`src/rtl/map_bankwin_irq_pkg.sv`:
```
// map_bankwin_irq_pkg: shared constants for the bank-window IRQ mapper.
//   - CPU register selects, decoded from cpu_addr[14:12]
//   - save-state register indices
//   - bit positions inside the control byte
package map_bankwin_irq_pkg;

    // CPU register selects; 3'b1xx is unmapped.
    localparam logic [2:0] REG_PRG = 3'd0;
    localparam logic [2:0] REG_CHR = 3'd1;
    localparam logic [2:0] REG_CTL = 3'd2;
    localparam logic [2:0] REG_ACK = 3'd3;

    // Save-state register indices.
    localparam logic [7:0] SS_PRG  = 8'd0;
    localparam logic [7:0] SS_CHR  = 8'd1;
    localparam logic [7:0] SS_CTL  = 8'd2;
    localparam logic [7:0] SS_CNTL = 8'd3;
    localparam logic [7:0] SS_CNTH = 8'd4;
    localparam logic [7:0] SS_RSVD = 8'd5;
    localparam logic [7:0] SS_IDX  = 8'd127;

    // Control byte layout.
    // CPU writes use CTL_MIR and CTL_IRQ_EN; save-state also carries CTL_IRQ.
    localparam int unsigned CTL_MIR    = 0;
    localparam int unsigned CTL_IRQ_EN = 1;
    localparam int unsigned CTL_IRQ    = 2;

endpackage

```
`src/rtl/map_bankwin_irq_if.sv`:
```
// map_bankwin_irq_if: CPU-side bus, save-state port and mapper outputs.
//   master: the core side. It drives the CPU bus and the save-state controls,
//           and receives the mapper outputs.
//   slave : the mapper side.
//   Signals:
//     cpu_addr  A14..A0
//     cpu_dat   write data; also the save-state write data
//     cpu_rw    1 = read
//     cpu_ce    active-low $8000-$FFFF
//     ss_*      save-state controls
//     map_idx   mapper number
//     ss_rdat   combinational readback
//     rom_ce, prg_addr, chr_bank, mir_v, irq
interface map_bankwin_irq_if #(
    parameter int unsigned PRG_BANK_W = 4,
    parameter int unsigned CHR_BANK_W = 2
);
    logic [14:0]            cpu_addr;
    logic [7:0]             cpu_dat;
    logic                   cpu_rw;
    logic                   cpu_ce;
    logic                   ss_act;
    logic                   ss_we;
    logic [7:0]             ss_addr;
    logic [7:0]             map_idx;
    logic [7:0]             ss_rdat;
    logic                   rom_ce;
    logic [PRG_BANK_W+12:0] prg_addr;
    logic [CHR_BANK_W-1:0]  chr_bank;
    logic                   mir_v;
    logic                   irq;

    modport master (
        output cpu_addr, cpu_dat, cpu_rw, cpu_ce, ss_act, ss_we, ss_addr, map_idx,
        input  ss_rdat, rom_ce, prg_addr, chr_bank, mir_v, irq
    );

    modport slave (
        input  cpu_addr, cpu_dat, cpu_rw, cpu_ce, ss_act, ss_we, ss_addr, map_idx,
        output ss_rdat, rom_ce, prg_addr, chr_bank, mir_v, irq
    );
endinterface

```
`src/rtl/map_irq_cyc.sv`:
```
// map_irq_cyc: CPU-cycle IRQ counter. It holds the counter, irq_en and irq.
//   m2, map_rst_n  clock (falling edge) and synchronous active-low reset
//   freeze         holds the counter, used while save-state is active
//   en_we/en_wdat  control write; en_wdat=0 also clears the counter and irq
//   ack            clears irq; the counter is left alone
//   ss_*_we        save-state loads of the control bits, counter[7:0], counter[IRQ_W-1:8]
//   ss_wdat        save-state write byte
//   counter, irq_en, irq  state outputs
// IRQ_W must lie between 9 and 16 so that the save-state byte split holds.
module map_irq_cyc
    import map_bankwin_irq_pkg::*;
#(
    parameter int unsigned IRQ_W      = 15,
    parameter int unsigned IRQ_PERIOD = 24576
) (
    input  logic             m2,
    input  logic             map_rst_n,
    input  logic             freeze,
    input  logic             en_we,
    input  logic             en_wdat,
    input  logic             ack,
    input  logic             ss_ctl_we,
    input  logic             ss_lo_we,
    input  logic             ss_hi_we,
    input  logic [7:0]       ss_wdat,
    output logic [IRQ_W-1:0] counter,
    output logic             irq_en,
    output logic             irq
);
    localparam logic [IRQ_W-1:0] TERM = IRQ_W'(IRQ_PERIOD - 1);

    logic [IRQ_W-1:0] cnt_q, cnt_d;
    logic             en_q, en_d;
    logic             irq_q, irq_d;

    // The counter update is applied first. Writes that follow it override it.
    always_comb begin
        cnt_d = cnt_q;
        en_d  = en_q;
        irq_d = irq_q;
        if (en_q && !freeze) begin
            if (cnt_q == TERM) begin
                cnt_d = '0;
                irq_d = 1'b1;
            end else begin
                cnt_d = cnt_q + IRQ_W'(1);
            end
        end
        if (en_we) begin
            en_d = en_wdat;
            if (!en_wdat) begin
                cnt_d = '0;
                irq_d = 1'b0;
            end
        end
        if (ack) begin
            irq_d = 1'b0;
        end
        if (ss_ctl_we) begin
            en_d  = ss_wdat[CTL_IRQ_EN];
            irq_d = ss_wdat[CTL_IRQ];
        end
        if (ss_lo_we) begin
            cnt_d[7:0] = ss_wdat;
        end
        if (ss_hi_we) begin
            cnt_d = IRQ_W'({ss_wdat, cnt_q[7:0]});
        end
    end

    always_ff @(negedge m2) begin
        if (!map_rst_n) begin
            cnt_q <= '0;
            en_q  <= 1'b0;
            irq_q <= 1'b0;
        end else begin
            cnt_q <= cnt_d;
            en_q  <= en_d;
            irq_q <= irq_d;
        end
    end

    assign counter = cnt_q;
    assign irq_en  = en_q;
    assign irq     = irq_q;
endmodule

```
`src/rtl/map_bankwin_irq.sv`:
```
// map_bankwin_irq: NES mapper with an 8 KB PRG window at $6000-$7FFF and fixed last 32 KB at
// $8000-$FFFF. It also has a CHR bank register, mirroring control, a CPU-cycle IRQ and
// save-state access.
//   m2         CPU M2; all state changes on its falling edge
//   map_rst_n  synchronous active-low reset
//   bus        map_bankwin_irq_if slave: CPU bus, save-state port, PRG/CHR/mirroring/IRQ outputs
module map_bankwin_irq
    import map_bankwin_irq_pkg::*;
#(
    parameter int unsigned PRG_BANK_W = 4,
    parameter int unsigned CHR_BANK_W = 2,
    parameter int unsigned IRQ_W      = 15,
    parameter int unsigned IRQ_PERIOD = 24576,
    parameter bit          MIR_RST    = 1'b1
) (
    input  logic                m2,
    input  logic                map_rst_n,
    map_bankwin_irq_if.slave    bus
);
    localparam int unsigned      PA_W     = PRG_BANK_W + 13;
    localparam logic [PA_W-1:0]  FIX_ONES = '1;

    logic [PRG_BANK_W-1:0] prg_q, prg_d;
    logic [CHR_BANK_W-1:0] chr_q, chr_d;
    logic                  mir_q, mir_d;
    logic [IRQ_W-1:0]      counter;
    logic                  irq_en;
    logic                  irq;
    logic                  cpu_we;
    logic                  ss_wr;
    logic [2:0]            reg_sel;

    assign cpu_we  = !bus.cpu_ce && !bus.cpu_rw && !bus.ss_act;
    assign ss_wr   = bus.ss_act && bus.ss_we;
    assign reg_sel = bus.cpu_addr[14:12];

    always_comb begin
        prg_d = prg_q;
        chr_d = chr_q;
        mir_d = mir_q;
        if (cpu_we) begin
            case (reg_sel)
                REG_PRG: prg_d = bus.cpu_dat[PRG_BANK_W-1:0];
                REG_CHR: chr_d = bus.cpu_dat[CHR_BANK_W-1:0];
                REG_CTL: mir_d = bus.cpu_dat[CTL_MIR];
                default: ;
            endcase
        end
        if (ss_wr) begin
            case (bus.ss_addr)
                SS_PRG:  prg_d = bus.cpu_dat[PRG_BANK_W-1:0];
                SS_CHR:  chr_d = bus.cpu_dat[CHR_BANK_W-1:0];
                SS_CTL:  mir_d = bus.cpu_dat[CTL_MIR];
                default: ;
            endcase
        end
    end

    always_ff @(negedge m2) begin
        if (!map_rst_n) begin
            prg_q <= '0;
            chr_q <= '0;
            mir_q <= MIR_RST;
        end else begin
            prg_q <= prg_d;
            chr_q <= chr_d;
            mir_q <= mir_d;
        end
    end

    map_irq_cyc #(
        .IRQ_W      (IRQ_W),
        .IRQ_PERIOD (IRQ_PERIOD)
    ) u_irq (
        .m2        (m2),
        .map_rst_n (map_rst_n),
        .freeze    (bus.ss_act),
        .en_we     (cpu_we && (reg_sel == REG_CTL)),
        .en_wdat   (bus.cpu_dat[CTL_IRQ_EN]),
        .ack       (cpu_we && (reg_sel == REG_ACK)),
        .ss_ctl_we (ss_wr && (bus.ss_addr == SS_CTL)),
        .ss_lo_we  (ss_wr && (bus.ss_addr == SS_CNTL)),
        .ss_hi_we  (ss_wr && (bus.ss_addr == SS_CNTH)),
        .ss_wdat   (bus.cpu_dat),
        .counter   (counter),
        .irq_en    (irq_en),
        .irq       (irq)
    );

    // The fixed region is all-ones above A14..A0. The shift and cast truncate it when the
    // PRG address is narrower than 15 bits.
    assign bus.prg_addr = bus.cpu_ce ? {prg_q, bus.cpu_addr[12:0]}
                                     : ((FIX_ONES << 15) | PA_W'(bus.cpu_addr));
    assign bus.rom_ce   = ((bus.cpu_addr[14:13] == 2'b11) && bus.cpu_ce) || !bus.cpu_ce;
    assign bus.chr_bank = chr_q;
    assign bus.mir_v    = mir_q;
    assign bus.irq      = irq;

    always_comb begin
        bus.ss_rdat = 8'hFF;
        case (bus.ss_addr)
            SS_PRG:  bus.ss_rdat = 8'(prg_q);
            SS_CHR:  bus.ss_rdat = 8'(chr_q);
            SS_CTL:  bus.ss_rdat = {5'd0, irq, irq_en, mir_q};
            SS_CNTL: bus.ss_rdat = counter[7:0];
            SS_CNTH: bus.ss_rdat = 8'(counter >> 8);
            SS_RSVD: bus.ss_rdat = 8'h00;
            SS_IDX:  bus.ss_rdat = bus.map_idx;
            default: bus.ss_rdat = 8'hFF;
        endcase
    end
endmodule

```
`src/flat_wrapper.sv`:
```
// flat-port wrapper written by rule: the top's interface ports become plain ports
module map_bankwin_irq_flat import map_bankwin_irq_pkg::*;
#(
    parameter int unsigned PRG_BANK_W = 4,
    parameter int unsigned CHR_BANK_W = 2,
    parameter int unsigned IRQ_W      = 15,
    parameter int unsigned IRQ_PERIOD = 24576,
    parameter bit          MIR_RST    = 1'b1
)
  (m2, map_rst_n, bus_cpu_addr, bus_cpu_dat, bus_cpu_rw, bus_cpu_ce, bus_ss_act, bus_ss_we, bus_ss_addr, bus_map_idx, bus_ss_rdat, bus_rom_ce, bus_prg_addr, bus_chr_bank, bus_mir_v, bus_irq);
  map_bankwin_irq_if #(.PRG_BANK_W(PRG_BANK_W), .CHR_BANK_W(CHR_BANK_W)) bus_i ();
  input  logic m2;
  input  logic map_rst_n;
  input wire logic [$bits(bus_i.cpu_addr)-1:0] bus_cpu_addr;
  input wire logic [$bits(bus_i.cpu_dat)-1:0] bus_cpu_dat;
  input wire logic [$bits(bus_i.cpu_rw)-1:0] bus_cpu_rw;
  input wire logic [$bits(bus_i.cpu_ce)-1:0] bus_cpu_ce;
  input wire logic [$bits(bus_i.ss_act)-1:0] bus_ss_act;
  input wire logic [$bits(bus_i.ss_we)-1:0] bus_ss_we;
  input wire logic [$bits(bus_i.ss_addr)-1:0] bus_ss_addr;
  input wire logic [$bits(bus_i.map_idx)-1:0] bus_map_idx;
  output wire logic [$bits(bus_i.ss_rdat)-1:0] bus_ss_rdat;
  output wire logic [$bits(bus_i.rom_ce)-1:0] bus_rom_ce;
  output wire logic [$bits(bus_i.prg_addr)-1:0] bus_prg_addr;
  output wire logic [$bits(bus_i.chr_bank)-1:0] bus_chr_bank;
  output wire logic [$bits(bus_i.mir_v)-1:0] bus_mir_v;
  output wire logic [$bits(bus_i.irq)-1:0] bus_irq;
  assign bus_i.cpu_addr = bus_cpu_addr;
  assign bus_i.cpu_dat = bus_cpu_dat;
  assign bus_i.cpu_rw = bus_cpu_rw;
  assign bus_i.cpu_ce = bus_cpu_ce;
  assign bus_i.ss_act = bus_ss_act;
  assign bus_i.ss_we = bus_ss_we;
  assign bus_i.ss_addr = bus_ss_addr;
  assign bus_i.map_idx = bus_map_idx;
  assign bus_ss_rdat = bus_i.ss_rdat;
  assign bus_rom_ce = bus_i.rom_ce;
  assign bus_prg_addr = bus_i.prg_addr;
  assign bus_chr_bank = bus_i.chr_bank;
  assign bus_mir_v = bus_i.mir_v;
  assign bus_irq = bus_i.irq;
  map_bankwin_irq #(.PRG_BANK_W(PRG_BANK_W), .CHR_BANK_W(CHR_BANK_W), .IRQ_W(IRQ_W), .IRQ_PERIOD(IRQ_PERIOD), .MIR_RST(MIR_RST)) u_core (.m2(m2), .map_rst_n(map_rst_n), .bus(bus_i));
endmodule
```
`config.mk`:
```
export PLATFORM = sky130hd
export DESIGN_NAME = map_bankwin_irq_flat
export DESIGN_NICKNAME = d
export VERILOG_FILES = /design/src/rtl/map_bankwin_irq_pkg.sv /design/src/rtl/map_bankwin_irq_if.sv /design/src/rtl/map_irq_cyc.sv /design/src/rtl/map_bankwin_irq.sv /design/src/flat_wrapper.sv
export SDC_FILE = /design/constraint.sdc
export NUM_CORES = 1
export LEC_CHECK = 0
export ABC_AREA = 1
export BUFFER_PORTS_ARGS = -buffer_cell sky130_fd_sc_hd__buf_2
export CAP_MARGIN = 15
export CELL_PAD_IN_SITES_DETAIL_PLACEMENT = 1
export CELL_PAD_IN_SITES_GLOBAL_PLACEMENT = 1
export CORE_MARGIN = 1
export CORE_UTILIZATION = 31
export CTS_BUF_LIST = sky130_fd_sc_hd__clkbuf_2 sky130_fd_sc_hd__clkbuf_4 sky130_fd_sc_hd__clkbuf_8
export DETAILED_ROUTE_END_ITERATION = 10
export PLACE_DENSITY = 0.83
export REMOVE_ABC_BUFFERS = 1
export SLEW_MARGIN = 20
export SYNTH_ARGS = -nofsm -noshare
export SYNTH_HDL_FRONTEND = slang
export SYNTH_HIERARCHICAL = 1
export SYNTH_SLANG_ARGS = --single-unit
```
`constraint.sdc`:
```
create_clock -name m2 -period 1.65 [get_ports m2]
set_clock_uncertainty 0.15 [all_clocks]
set_input_delay 0.2475 -clock m2 [delete_from_list [all_inputs] [get_ports m2]]
set_output_delay 0.2475 -clock m2 [all_outputs]
set_load 0.02 [all_outputs]
```
Word level (Yosys, flattened, before mapping)
Cells that the tools add are included.
- register bits after elaboration: 24
- bits in latches: 0
- RAM bits: 0
- memory bits (read-only): 0
- output and inout port bits: 30
- logic and storage cells: 64
- memories: 0
- $add $sub $neg: 1
- multiply operators: 0
- divide/modulo/power cells: 0
- order comparisons: 0
- eq/ne operators: 11
- shift operators: 0
- mux-type cells: 28
- bitwise operators: 0
- reductions and logical operators: 17
- operators with widths (kind ; count):
    15-bit two-way mux ; 5
    8-bit case mux with 7 select lines ; 1
    17-bit two-way mux ; 1
    8-bit by 2-bit == test with 1-bit output (second input constant) ; 2
    8-bit by 3-bit == test with 1-bit output (second input constant) ; 2
    4-bit two-way mux ; 4
    15-bit by 1-bit adder with 15-bit output (second input constant) ; 1
    15-bit == test (second input constant) ; 1
    1-bit two-way mux ; 12
    1-bit logical AND ; 10
    8-bit by 1-bit == test with 1-bit output (second input constant) ; 1
    8-bit by 7-bit == test with 1-bit output (second input constant) ; 1
    8-bit zero test ; 1
    2-bit two-way mux ; 4
    8-bit two-way mux ; 1
    3-bit by 2-bit == test with 1-bit output (second input constant) ; 2
    3-bit by 1-bit == test with 1-bit output (second input constant) ; 1
    1-bit zero test ; 3
    3-bit zero test ; 1
    2-bit == test (second input constant) ; 1
    2-bit nonzero test ; 1
    1-bit logical OR ; 1

Depth between registers and ports, before layout
Gate-level depths: netlist of the first run.
- word-level depth: 7
- depth in mapped cells: 11

Modules after synthesis
Netlist of the first run, hierarchy kept.
- by module, submodules not included (module ; instances ; cells an instance ; area each (um^2) ; seq. area each (um^2)):
    map_irq_cyc ; 1 ; 179 ; 1137.3 ; 340.3
    map_bankwin_irq ; 1 ; 193 ; 1032.2 ; 140.1

==> impl_metrics.yaml, run 1 <==
layout:
  diodes: 0
  finish.utilization: 0.652
  drive_gt1_frac: 0.651
  nets: 574
  areaGrowthSynthToFinish_pct: 104
timing:
  setup_viol_count_final: 40
  grt_setup_unrepaired: "yes"
  worstMarginPinSlew_ns: 0.812
  hold_viol_final: 0
  slew_violations: 0
  slew_headroom: 0.453
  timing.final.ws_setup_ns: -0.937
place:
  port_buffers: 50
  place_ws_ns: -0.875
  dp_hpwl_mm: 7.08
  gp_congestion: 0.953
cts:
  clock_sinks: 24
  cts.path.max_buffers: 2
  clock-root-buffer: "clkbuf_8"
  clk_pin_slew_ns: 0.07
  clock_latency_ns: 0.43
  numCtsBuffers: 3
  ctsHoldBuffers: 0
  cts_tree: "built"
  htreeDepth: 1
global_routing:
  grt_pass1_vias: 3878
  antenna_found_initial: 0
  grtUsageMet1: 0.372
  overflow: 0
  top_usage_layer: "met2"
  gr-usage-all-layers: 0.374
  use_met3: 0.0972
  grt_pass1_wl_mm: 20.5
  grt_max_degree: 16
  grt_util_met2: 0.653
pwr:
  p_int_mw: 1.02
  p_leak_nw: 2.10
  power.switching_mw: 0.827
  power.share.sequential: 0.315
  power_density_nw_per_um2: 417
  power_frac_clock: 0.443
  peakVddDrop_uv: 479
  combPwrFrac: 0.242
  p_total_mw: 1.85
  p_sw_frac: 0.447
setup_path:
  critPathTopFamily: "simple AND/OR/NAND/NOR gates"
  reg2regPathDepth: 9
  r2r-end: "u_core/u_irq/counter[8]"
  r2r_slack_ns: -0.53
  path_buf_inv: 2
  cp.arrival_ns: 2.19
  endpoint_kind: "output pin"
  crit_chain: "inv_2 -> nor2_2 -> nor2_1 -> nand2_2 -> buf_6"
  startpoint_type: "flip-flop"
  worst_path_largest_cell_delay_ns: 0.35
  worst_path_max_delay_cell: "dfxtp_2"
  r2r_start: "u_core/u_irq/counter[7]"
  crit_required_ns: 1.25
  crit_type: "reg -> out"
  path_max_fanout: 2
yosys:
  synth_edf_count: 0
  yosysSeqAreaShare: 0.221
  syn_area_um2: 2170
  syn_inst: 372
  syn_avg_cell_area_um2: 5.83
  yosysWarnings: 6
  ys_types: 28
  ys_seq_elements: 24
  async_flop_share: 0
  synth_ff_type: "dfxtp_1"
floorplanning:
  start_util: 0.319
  io_pins: 75
  core.rowCount: 30
  dieWidth_um: 85.7
  die-area_um2: 7340
  die_h_um: 85.7
  coreArea_um2: 6790
min_path:
  whs_path_depth: 0
  min_to: "bus_prg_addr[0]"
  min-delay-start: "bus_cpu_addr[0]"
  hp-class: "in -> out"
routing:
  vias_per_cell: 6.02
  vias: 3748
  first_pass_iters: 4
  ant_nets: 0
  drcViolationCount: 0
  drtIter0Drc: 323
  wl_per_cell_um: 29.0
  wirelength_mm: 18.0
job:
  maxCapViolCount: 0
outcome:
  violations: "negative setup slack"
  outcome: "finished with violations"
-- worst max path at each step --
stage                     cells after the start                     start  slack, ns                       end
after CTS                                     5   u_core/u_irq/counter[1]      -0.72            bus_ss_rdat[1]
after floorplan                              10            bus_ss_addr[5]      -1.26  u_core/u_irq/counter[14]
after detailed placement                     11            bus_ss_addr[3]      -0.88   u_core/u_irq/counter[7]
after global placement                       11            bus_ss_addr[3]      -0.82   u_core/u_irq/counter[2]
final                                         5  u_core/u_irq/counter[10]      -0.94            bus_ss_rdat[2]
after global routing                          5  u_core/u_irq/counter[10]      -0.97            bus_ss_rdat[2]
-- synth_stat cells, types with 2 or more instances --
| cell type | n | area (um2) |
|---|---|---|
| a21oi_1 | 32 | 160 |
| a21oi_2 | 2 | 17.5 |
| buf_4 | 14 | 105 |
| clkbuf_1 | 3 | 11.3 |
| dfxtp_1 | 24 | 480 |
| inv_1 | 46 | 173 |
| inv_2 | 3 | 11.3 |
| nand2_1 | 95 | 357 |
| nand2_2 | 5 | 31.3 |
| nand2_4 | 2 | 22.5 |
| nand3_1 | 59 | 295 |
| nand4_1 | 2 | 12.5 |
| nor2_1 | 35 | 131 |
| nor2_2 | 9 | 56.3 |
| nor2_4 | 8 | 90.1 |
| nor3_1 | 3 | 15.0 |
| o21ai_0 | 15 | 75.1 |
| xnor2_1 | 3 | 26.3 |
| xor2_1 | 3 | 26.3 |
-- sequential cells by signal, summed over array words and instances, names as in the netlist --
name,cells
u_core/bus.chr_bank,2
u_core/bus.mir_v,1
u_core/prg_q,4
u_core/u_irq/counter,15
u_core/u_irq/irq,1
u_core/u_irq/irq_en,1
-- stage by stage --
step           TNS [ns]  cell area [um2]  hold slack (ns)  std cells
2_1_floorplan    -23.91             2050            0.345        354
5_1_grt          -22.84             4430            0.345        623
4_1_cts          -16.31             3680            0.345        605
3_5_place_dp     -23.17             2920            0.345        565
3_3_place_gp     -21.38             2920            0.345        565
6_report         -22.33             4430            0.345        623
-- power groups by stage --
stage | Combinational, mW | Sequential, mW | Clock, mW
floorplan | 0.0844 | 0.600 | 0.0968
global placement | 0.232 | 0.599 | 0.0968
detailed placement | 0.242 | 0.599 | 0.0968
CTS | 0.330 | 0.588 | 0.670
global route | 0.457 | 0.582 | 0.844
finish | 0.448 | 0.583 | 0.819
-- metal layers --
metal | vias up | part of all wire
met4 | 0 | 0.085
met1 | 1788 | 0.35
met3 | 139 | 0.099
met5 | - | 0
met2 | 323 | 0.47
li1 | 1498 | -
-- cell type report --
| cell class | count | area [um2] |
|---|---|---|
| inverter | 48 | 215 |
| clock inverter | 25 | 96.3 |
| tap | 96 | 120 |
| sequential | 24 | 517 |
| multi-input combinational | 280 | 2110 |
| fill | 834 | 2360 |
| clock buffer | 3 | 41.3 |
| timing repair buffer | 147 | 1330 |
-- kinds of logic (layout without fill, tap and decap cells) --
logic type               after synthesis  in the layout  share of synthesized area
AO/OA/AOI/OAI                         51             51                      0.122
AND/OR/NAND/NOR                      222            222                      0.483
flip-flops                            24             24                      0.221
adder cells (fa/ha/maj)                1              1                    0.00577
XOR/XNOR                               6              6                     0.0242
buffers and inverters                 68            223                      0.144
-- placed cells by master, fill, tap and decap left out, types with 3 or more instances in the layout --
cell       n
a21oi_1    7
a21oi_2   23
a21oi_4    4
buf_12     5
buf_2     21
buf_4     71
buf_6     44
buf_8      5
clkbuf_8   3
dfxtp_1    5
dfxtp_2   14
dfxtp_4    5
inv_1     55
inv_2      8
inv_4      8
nand2_1   55
nand2_2   30
nand2_4   16
nand3_1   29
nand3_2   25
nand3_4    5
nor2_1    17
nor2_2     9
nor2_4    26
o21ai_2    9
o21ai_4    4
xor2_1     3
-- repair_timing --
action / CTS / global route
endpoints found under the setup margin: 40 / 40
resized for setup: 165 / 162
cloned: 0 / 1
buffers inserted: 16 / 19
pin swaps: 45 / 61
No activity file was read; power rests on OpenSTA's default activity.
==> run 2, diff against run 1 <==
PLACE_DENSITY = unset   (was 0.83)
PLACE_DENSITY_LB_ADDON = 0.1   (was unset)
==> run 2 against run 1 <==
  * The run still ends with negative setup slack left
  * Final area decreased by 4.0%
  * Final cell count increased by 0.32%
  * Power is 9.3% lower
  * Via count down 16%
  * Critical endpoint is now bus_ss_rdat[1]
  * Largest power group unchanged
  * Highest routed layer unchanged
==> impl_metrics.yaml, run 2 (synthesis gave the netlist of run 1 again) <==
outcome:
  outcome: "finished with violations"
  violations: "negative setup slack"
timing:
  fin_hold_ws_ns: 0.345
  setup_viol_count_final: 40
  slew_headroom: 0.710
  worstMarginPinSlew_ns: 0.434
  timing.final.ws_setup_ns: -0.749
  slew_violations: 0
  grt_setup_unrepaired: "yes"
  hold_viol_final: 0
layout:
  finalInstanceArea_um2: 4250
  nets: 576
  final_common_cell: "buf_4"
  drive_gt1_frac: 0.611
  diodes: 0
  final_cell_mix: "buf_4 (72), nand2_1 (67), inv_1 (54)"
  instances_no_fill: 625
  largest_reg_flops: 15
  areaGrowthSynthToFinish_pct: 96.0
setup_path:
  cpMostUsedCell: "nand2_1"
  crit_required_ns: 1.25
  worst_path_largest_cell_delay_ns: 0.34
  path_max_fanout: 2
  worst_path_max_delay_cell: "dfxtp_2"
  startpoint_type: "flip-flop"
  crit_type: "reg -> out"
  cp.arrival_ns: 2.00
  endpoint_kind: "output pin"
  crit_chain: "nand3_2 -> nand2_1 -> nor2_1 -> nand2_1 -> buf_6"
floorplanning:
  die-area_um2: 7340
  core.rowCount: 30
  die_h_um: 85.7
  coreArea_um2: 6790
  start_util: 0.319
  io_pins: 75
  dieWidth_um: 85.7
pwr:
  p_total_mw: 1.68
  power_density_nw_per_um2: 394
  p_leak_nw: 1.96
  peakVddDrop_uv: 310
cts:
  clock_sinks: 24
  numCtsBuffers: 3
  clock-root-buffer: "clkbuf_8"
  clock_latency_ns: 0.37
  cts_tree: "built"
  htreeDepth: 1
  cts.path.max_buffers: 2
  clk_pin_slew_ns: 0.04
routing:
  wl_per_cell_um: 17.9
  ant_nets: 0
  first_pass_iters: 4
  drcViolationCount: 0
  vias: 3138
  vias_per_cell: 5.02
  drtIter0Drc: 118
  wirelength_mm: 11.2
global_routing:
  gr-usage-all-layers: 0.283
  antenna_found_initial: 0
  grt_max_degree: 16
  grt_pass1_wl_mm: 16.1
  overflow: 0
  grt_pass1_vias: 3415
place:
  gp_congestion: 0.870
  port_buffers: 50
  place_area_um2: 2970
  place_ws_ns: -0.884
  placed_cells: 570
  dp_hpwl_mm: 6.76
min_path:
  hp-class: "in -> out"
job:
  maxCapViolCount: 0
[run 2: cell count changes in the layout (fill, tap and decap cells not counted), sizes merged]
cell	delta
clkbuf	-1
buf	+3
clkinv	-1
clkinvlp	+1
[run 2: cell type report]
class                           count  area [um2]
Fill cell                         848        2540
Multi-Input combinational cell    280        1960
Timing Repair Buffer              149        1320
Sequential cell                    24         507
Inverter                           48         215
Tap cell                           96         120
Clock inverter                     25        95.1
Clock buffer                        3        41.3
[run 2: where the power goes]
group / switching (mW) / internal, mW / leakage, nW / total (mW)
logic: 0.214 / 0.199 / 1.61 / 0.413
clock network: 0.430 / 0.246 / 0.149 / 0.676
registers: 0.00336 / 0.584 / 0.202 / 0.588
total: 0.648 / 1.03 / 1.96 / 1.68
[run 2: worst paths after layout]
path,slack [ns],cells after the start,end,from
setup / recovery,-0.75,5,bus_ss_rdat[1],u_core/u_irq/counter[1]
hold / removal,0.35,0,bus_prg_addr[10],bus_cpu_addr[10]
setup reg to reg,-0.28,10,u_core/u_irq/counter[10],u_core/u_irq/counter[0]
hold reg to reg,0.48,4,u_core/prg_q[1],u_core/prg_q[1]
[run 2: repair_timing]
item,4_1_cts,5_1_grt
resized for setup,215,66
hold buffers,0,0
setup endpoints to repair,40,40
setup buffers,24,7
pin swaps,73,35
[run 2: worst max-delay path, delay by kind of cell (launching register included)]
family	cells	cell delay, ns
DFF	1	0.34
and+or+nand+nor	4	0.34
buffers and inverters	1	0.14
[run 2: through the flow]
| step | util | TNS (ns) |
|---|---|---|
| 6_report | 0.626 | -17.01 |
| 3_5_place_dp | 0.437 | -23.05 |
| 3_3_place_gp | 0.437 | -22.31 |
| 4_1_cts | 0.582 | -15.54 |
| 5_1_grt | 0.626 | -18.62 |
| 2_1_floorplan | - | -23.91 |
[run 2: layer usage]
| metal | wire (um) | track usage |
|---|---|---|
| met4 | 175 | 0.0939 |
| met5 | 0 | 0 |
| met3 | 615 | 0.0626 |
| met1 | 4440 | 0.326 |
| met2 | 5950 | 0.516 |
